File: src/rtl/fifo_reader_pkg.sv
// Shared types and constants for the FIFO reader: FSM state encoding,
// skid buffer depth and pointer helpers.
package fifo_reader_pkg;

  typedef enum logic [1:0] {
    IDLE  = 2'd0,
    RUN   = 2'd1,
    DRAIN = 2'd2
  } state_t;

  localparam int BUF_DEPTH = 3;
  localparam int PTR_W     = 2;

  // Pointers count 0,1,2 and then wrap, since the depth is not a power of two
  function automatic logic [PTR_W-1:0] nextPtr(input logic [PTR_W-1:0] p);
    return (p == PTR_W'(BUF_DEPTH - 1)) ? '0 : p + 1'b1;
  endfunction

endpackage

File: src/rtl/fifo_reader_skid.sv
// Three-entry register FIFO that absorbs words already popped upstream while
// the output stream is stalled; head data comes straight from registers.
module fifo_reader_skid
  import fifo_reader_pkg::*;
#(
  parameter int DATA_WIDTH = 8
) (
  input  logic                  rclk,
  input  logic                  rrst,
  input  logic                  i_wr,
  input  logic [DATA_WIDTH-1:0] i_wrData,
  input  logic                  i_pop,
  output logic [1:0]            o_occ,
  output logic [DATA_WIDTH-1:0] o_headData
);

  logic [DATA_WIDTH-1:0] r_mem [BUF_DEPTH];
  logic [PTR_W-1:0]      r_wrPtr;
  logic [PTR_W-1:0]      r_rdPtr;
  logic [1:0]            r_occ;
  logic                  w_pop;

  assign w_pop      = i_pop && (r_occ != 2'd0);
  assign o_occ      = r_occ;
  assign o_headData = r_mem[r_rdPtr];

  always_ff @(posedge rclk) begin
    if (rrst) begin
      for (int i = 0; i < BUF_DEPTH; i++) r_mem[i] <= '0;
      r_wrPtr <= '0;
      r_rdPtr <= '0;
      r_occ   <= 2'd0;
    end else begin
      if (i_wr) begin
        r_mem[r_wrPtr] <= i_wrData;
        r_wrPtr        <= nextPtr(r_wrPtr);
      end
      if (w_pop) r_rdPtr <= nextPtr(r_rdPtr);
      // Simultaneous write and pop leave the occupancy unchanged
      case ({i_wr, w_pop})
        2'b10:   r_occ <= r_occ + 2'd1;
        2'b01:   r_occ <= r_occ - 2'd1;
        default: r_occ <= r_occ;
      endcase
    end
  end

  // Upstream credit must never let a word arrive into a full buffer
  always_ff @(posedge rclk) begin
    if (!rrst) assert (!(i_wr && (r_occ == 2'd3)));
  end

endmodule

File: src/rtl/fifo_reader.sv
// Pops an upstream FIFO under credit control and streams words out through a
// 3-entry skid buffer. Define FIFO_READER_CNT_EN to add the rd_count counter.
module fifo_reader
  import fifo_reader_pkg::*;
#(
  parameter int DATA_WIDTH = 8,
  parameter int BUF_DEPTH  = 3
) (
  input  logic                  rclk,
  input  logic                  rrst,
  input  logic                  enable,
  input  logic                  empty,
  output logic                  r_en,
  input  logic [DATA_WIDTH-1:0] data_out,
  output logic [DATA_WIDTH-1:0] m_data,
  output logic                  m_valid,
  input  logic                  m_ready,
  output logic                  idle
`ifdef FIFO_READER_CNT_EN
  ,
  output logic [15:0]           rd_count
`endif
);

  state_t     r_state;
  state_t     w_nextState;
  logic       r_inflight;
  logic [1:0] w_occ;
  logic       w_creditOk;
  logic       w_xfer;

  // Credit uses registered occupancy only, so m_ready never reaches r_en
  assign w_creditOk = ({1'b0, w_occ} + {2'b00, r_inflight}) < 3'(BUF_DEPTH);
  assign r_en       = enable & ~empty & w_creditOk & ~rrst;
  assign m_valid    = (w_occ != 2'd0);
  assign w_xfer     = m_valid & m_ready;
  assign idle       = (r_state == IDLE);

  always_ff @(posedge rclk) begin
    if (rrst) begin
      r_state    <= IDLE;
      r_inflight <= 1'b0;
    end else begin
      r_state    <= w_nextState;
      r_inflight <= r_en;
    end
  end

  always_comb begin
    w_nextState = r_state;
    unique case (r_state)
      IDLE:    if (enable) w_nextState = RUN;
      RUN:     if (!enable) w_nextState = ((w_occ != 2'd0) || r_inflight) ? DRAIN : IDLE;
      DRAIN: begin
        if (enable) w_nextState = RUN;
        else if ((w_occ == 2'd0) && !r_inflight) w_nextState = IDLE;
      end
      default: w_nextState = IDLE;
    endcase
  end

  // The word popped last cycle is captured into the buffer tail now
  fifo_reader_skid #(
    .DATA_WIDTH(DATA_WIDTH)
  ) u_skid (
    .rclk      (rclk),
    .rrst      (rrst),
    .i_wr      (r_inflight),
    .i_wrData  (data_out),
    .i_pop     (w_xfer),
    .o_occ     (w_occ),
    .o_headData(m_data)
  );

`ifdef FIFO_READER_CNT_EN
  logic [15:0] r_rdCount;

  always_ff @(posedge rclk) begin
    if (rrst)        r_rdCount <= 16'd0;
    else if (w_xfer) r_rdCount <= r_rdCount + 16'd1;
  end

  assign rd_count = r_rdCount;
`endif

endmodule

File: config.mk
export PLATFORM = sky130hd
export DESIGN_NAME = fifo_reader
export DESIGN_NICKNAME = d
export VERILOG_FILES = /design/src/rtl/fifo_reader_pkg.sv /design/src/rtl/fifo_reader_skid.sv /design/src/rtl/fifo_reader.sv
export SDC_FILE = /design/constraint.sdc
export NUM_CORES = 1
export LEC_CHECK = 0
export CORE_MARGIN = 10
export CORE_UTILIZATION = 40
export CTS_BUF_LIST = sky130_fd_sc_hd__clkbuf_8
export DETAILED_ROUTE_END_ITERATION = 6
export PLACE_DENSITY_LB_ADDON = 0.2
export REMOVE_ABC_BUFFERS = 1
export SYNTH_ARGS = -nofsm -noshare
export SYNTH_HDL_FRONTEND = slang
export SYNTH_SLANG_ARGS = --single-unit
File: constraint.sdc
create_clock -name rclk -period 1.9 [get_ports rclk]
set_input_delay 0.38 -clock rclk [delete_from_list [all_inputs] [get_ports rclk]]
set_output_delay 0.38 -clock rclk [all_outputs]
set_load 0.01 [all_outputs]
Yosys cells after proc, flatten, opt, wreduce, memory -nomap -nowiden
Memories as Yosys holds them, arrays and structs flattened. A register that Yosys moved wholly into a read port is not among the register bits.
Cells that the tools add are included.
- bits in registers: 9
- RAM bits: 24
- bits of input ports: 13
- logic and storage cells: 56
- memories kept: 1
- memories (name ; depth ; width ; rd ports ; clocked after Yosys merged registers in ; write ports ; line ; RTL):
    u_skid.r_mem ; 3 ; 8 ; 1 ; 1 ; 3 ; fifo_reader_skid.sv:17 ; logic [DATA_WIDTH-1:0] r_mem [BUF_DEPTH];
- add/subtract/negate cells: 5
- order comparisons: 1
- eq/ne operators: 9
- muxes and demuxes: 19
- bitwise operators: 6
- reductions and logical operators: 10
- operator list (cell ; number):
    $mux 2 ; 10
    $eq 2x2->1 const B ; 4
    $mux 8 ; 1
    $reduce_or 8->1 ; 1
    $add 2x1->2 const B ; 3
    $mux 1 ; 6
    $pmux 2 s3 ; 1
    $and 1x1->1 ; 4
    $eq 2x1->1 const B ; 2
    $logic_not 2->1 ; 2
    $ne 2x2->1 const B ; 2
    $pmux 2 s2 ; 1
    $reduce_bool 2->1 ; 2
    $add 2x1->3 ; 1
    $lt 3x2->1 const B ; 1
    $ne 3x3->1 const B ; 1
    $reduce_and 3->1 ; 1
    $logic_and 1x1->1 ; 2
    $not 1->1 ; 2
    $sub 2x1->2 const B ; 1
    $logic_not 1->1 ; 1
    $logic_or 1x1->1 ; 1

Longest topological paths before layout
- depth after elaboration: 5
- depth in mapped cells: 6
- mapped depth without buffers: 6

Modules after synthesis
Synthesis repeated with hierarchy kept, for this count alone.
- cells, all modules: 123
- area, all modules: 1831.8 um2
- modules (own cells, without submodules) (module ; instances ; cells each ; area an instance (um2) ; sequential area each (um2)):
    fifo_reader_skid ; 1 ; 108 ; 1666.6 ; 1121.1
    fifo_reader ; 1 ; 15 ; 165.2 ; 60.1

Least setup slack after synthesis
No wires, ideal clock.
- path kind: flip-flop to output port
- start: register r_inflight
- end: output port r_en
- data arrival time: 1514 ps
- required time: 1520 ps
- slack: 6 ps
- cell stages (with the launch flop): 4
- path buffers: 0
- cell sequence: dfxtp_1 -> ha_1 -> ha_1 -> a2111oi_0
- word-level cells in the longest chain between the ends: 4
- RTL lines (element ; line ; RTL):
    start, declared ; fifo_reader.sv:27 ; logic r_inflight;
    start signal, assigned ; fifo_reader.sv:45 ; r_inflight <= r_en;
    $add 2x1->3 ; fifo_reader.sv:33 ; assign w_creditOk = ({1'b0, w_occ} + {2'b00, r_inflight}) < 3'(BUF_DEPTH);
    $lt 3x2->1 ; fifo_reader.sv:33 ;
    $and 1x1->1 (2 in a row) ; fifo_reader.sv:34 ; assign r_en = enable & ~empty & w_creditOk & ~rrst;
    end, declared ; fifo_reader.sv:13 ; output logic r_en,
Every way passes these cells.

==> flow_summary.ini <==
[grt]
grt_use_total_pct = 9.95
antenna_found_initial = 0
gr-total-overflow = 0
grt_pass1_vias = 1207
grt_first_pass_wirelength_mm = 5.75
grt_max_degree = 15

[setup_path]
reg2reg_depth = 6
crit_type = flop to output port
reg2reg_slack_ns = 0.30
critPathMaxFanout = 8
crit_path_end_kind = output port
worstPathArrival_ns = 1.50
cp-start-kind = flop
r2r_end = u_skid.o_occ[1]
rr_startpoint = u_skid.o_occ[0]
worstPathRequired_ns = 1.52

[detailed_routing]
route.detailed.drc = 0
ant_nets = 0
wire_per_inst_um = 16.5
drt-initial-drc-count = 66
dr.pass1.iters = 4
wirelength_mm = 3.50
drt-vias-per-instance = 5.18
vias = 1099

[cells_and_area]
drive_gt1_share_pct = 30.0
regArea_um2 = 1180
layout-area-overhead-vs-synth_pct = 27.5
fin_area_um2 = 2320
layout.cells.non_filler = 212
nNetsFinal = 176
multiInputGateArea_um2 = 664
antennaDiodeCount = 0
fillerInstances = 374

[clock_tree]
cts_tree = yes
clock-sinks = 43
clock_latency_ns = 0.29
clockBufferDepth = 2
hold_buffers = 0
htreeDepth = 2
cts-root-buf = clkbuf_8
cts_made_buffers = 5
path_clk_slew_ns = 0.07

[placed_design]
routabilityCongestion = 0.677
portBuffers = 23
placed_cells = 204
placed_area_um2 = 2220
dp_hpwl_mm = 2.50
pre_cts_ws_ns = -0.425

[sta]
drv_slew = 0
finalWorstSetupSlack_ns = 0.0173
period_share_pct = 99.1
tightest_slew_ns = 0.462
hold_viol = 0
min_period_ns = 1.88
skew_ns = 0.00822
timing.fmax_mhz = 531
setup_viol = 0
rsz0062_at_grt = true
max_slew_margin_pct = 69.2
fin_setup_tns_ns = 0

[logic_synthesis]
synth_edf_count = 32
synth_most_common_cell = edfxtp_1
ys_async_sr_fraction_pct = 0
synth_commonest_cells = 32 x edfxtp_1, 24 x and2_1, 11 x dfxtp_1
ys_ff_latch = 43
synth_cells = 118
ys_warn_count = 0
synth_cell_types = 31
yosysSeqAreaShare_pct = 64.8
yosysTopAreaCell = edfxtp_1
ys.flop_type = edfxtp_1
synth.cell_area_um2 = 1820
yosysTopAreaCellShare_pct = 52.7
synthTopCellsByArea = edfxtp_1 53%, dfxtp_1 12%, mux4_2 9.9%, and2_1 8.2%, ha_1 2.1%
syn_area_per_cell_um2 = 15.4

[floorplanning]
core_um2 = 4380
die_h_um = 87.5
initial_utilization_pct = 41.6
die_w_um = 87.5
rows = 24
dieArea_um2 = 7650
ios = 24

[hold_path]
hold_start = r_state[0]
hold_path.class = flop to flop
hold_end = r_state[1]
min_path_cells = 1

[power_and_ir_drop]
vdd.ir_drop.worst_mv = 0.466
leakagePower_nw = 0.872
cellPowerDensity_nw_per_um2 = 827
finalPower_mw = 1.92

[run_status]
status = finished, final reports clean

[run]
maxCapViolCount = 0
[per-stage QoR]
step                hold slack, ns  utilization, %
global route                 0.473            53.0
finish                       0.451            53.0
detailed placement           0.444            50.7
CTS                          0.458            52.9
global placement             0.438            50.7
floorplan                    0.426               -
[critical path, stage by stage, from the launching register on]
cell and delay (ns):
dfxtp_2 0.34, buf_12 0.14, buf_6 0.10, mux4_2 0.49, buf_6 0.14
[worst max-delay path by stage]
stage / end / depth (start not counted)
global route: m_data[6] / 4
finish: m_data[6] / 4
CTS: m_data[6] / 4
floorplan: r_en / 3
detailed placement: r_en / 4
global placement: r_en / 4
[cells by family (layout without fill, tap and decap cells)]
logic type	Yosys count	after routing	share of synthesized area, %
buffers and inverters	5	47	1.10
flip-flops	43	43	64.8
multiplexers	9	9	10.4
AND/OR/NAND/NOR	46	46	17.4
AO/OA/AOI/OAI	10	10	3.16
XOR/XNOR	2	2	0.962
adder cells (fa/ha/maj)	3	3	2.06
[metal layers]
metal  global-route usage (%)  wire length, µm  vias to the layer above
met5                        0                0                        -
met4                     3.04               49                        0
met3                     4.87              195                        6
met2                     16.7             1800                       21
met1                     10.7             1460                      548
li1                         -                -                      524
[registers in the layout, indices dropped and copies added, names as in the netlist, named ones only]
name            flops
r_state             2
u_skid.r_rdPtr      2
u_skid.r_mem       32
r_inflight          1
u_skid.r_wrPtr      2
u_skid.o_occ        2
[power breakdown]
| part | internal, mW | total [mW] | switching (mW) | leakage, nW |
|---|---|---|---|---|
| clock | 0.244 | 0.524 | 0.279 | 0.0414 |
| combinational | 0.183 | 0.323 | 0.140 | 0.420 |
| sequential | 1.05 | 1.07 | 0.0234 | 0.411 |
[placed cells by master, fill, tap and decap left out, types with 2 or more instances in the layout]
master | synthesis | routed
a21oi_1 | 6 | 6
and2_1 | 24 | 24
buf_2 | 1 | 8
buf_4 | 0 | 13
buf_6 | 0 | 2
clkbuf_8 | 0 | 5
clkdlybuf4s50_1 | 0 | 13
dfxtp_1 | 11 | 8
dfxtp_2 | 0 | 3
edfxtp_1 | 32 | 32
ha_4 | 0 | 2
mux4_2 | 8 | 8
nand2_1 | 2 | 2
nor2_1 | 4 | 4
or2_1 | 4 | 4
or3_1 | 2 | 2
[cell type report]
cell class | instances | area share (%)
Multi-Input combinational cell | 70 | 28.6
Sequential cell | 43 | 51.0
Clock buffer | 5 | 2.96
Timing Repair Buffer | 38 | 13.9
Clock inverter | 2 | 0.377
Tap cell | 52 | 2.80
Inverter | 2 | 0.323
[repair_timing]
action | CTS | global route
pin swaps | 2 | 0
gates resized for setup | 36 | 11
buffers inserted | 1 | 0
gates cloned | 0 | 0
endpoints found under the setup margin | 9 | 8
Power figures use the tool's default switching activity.
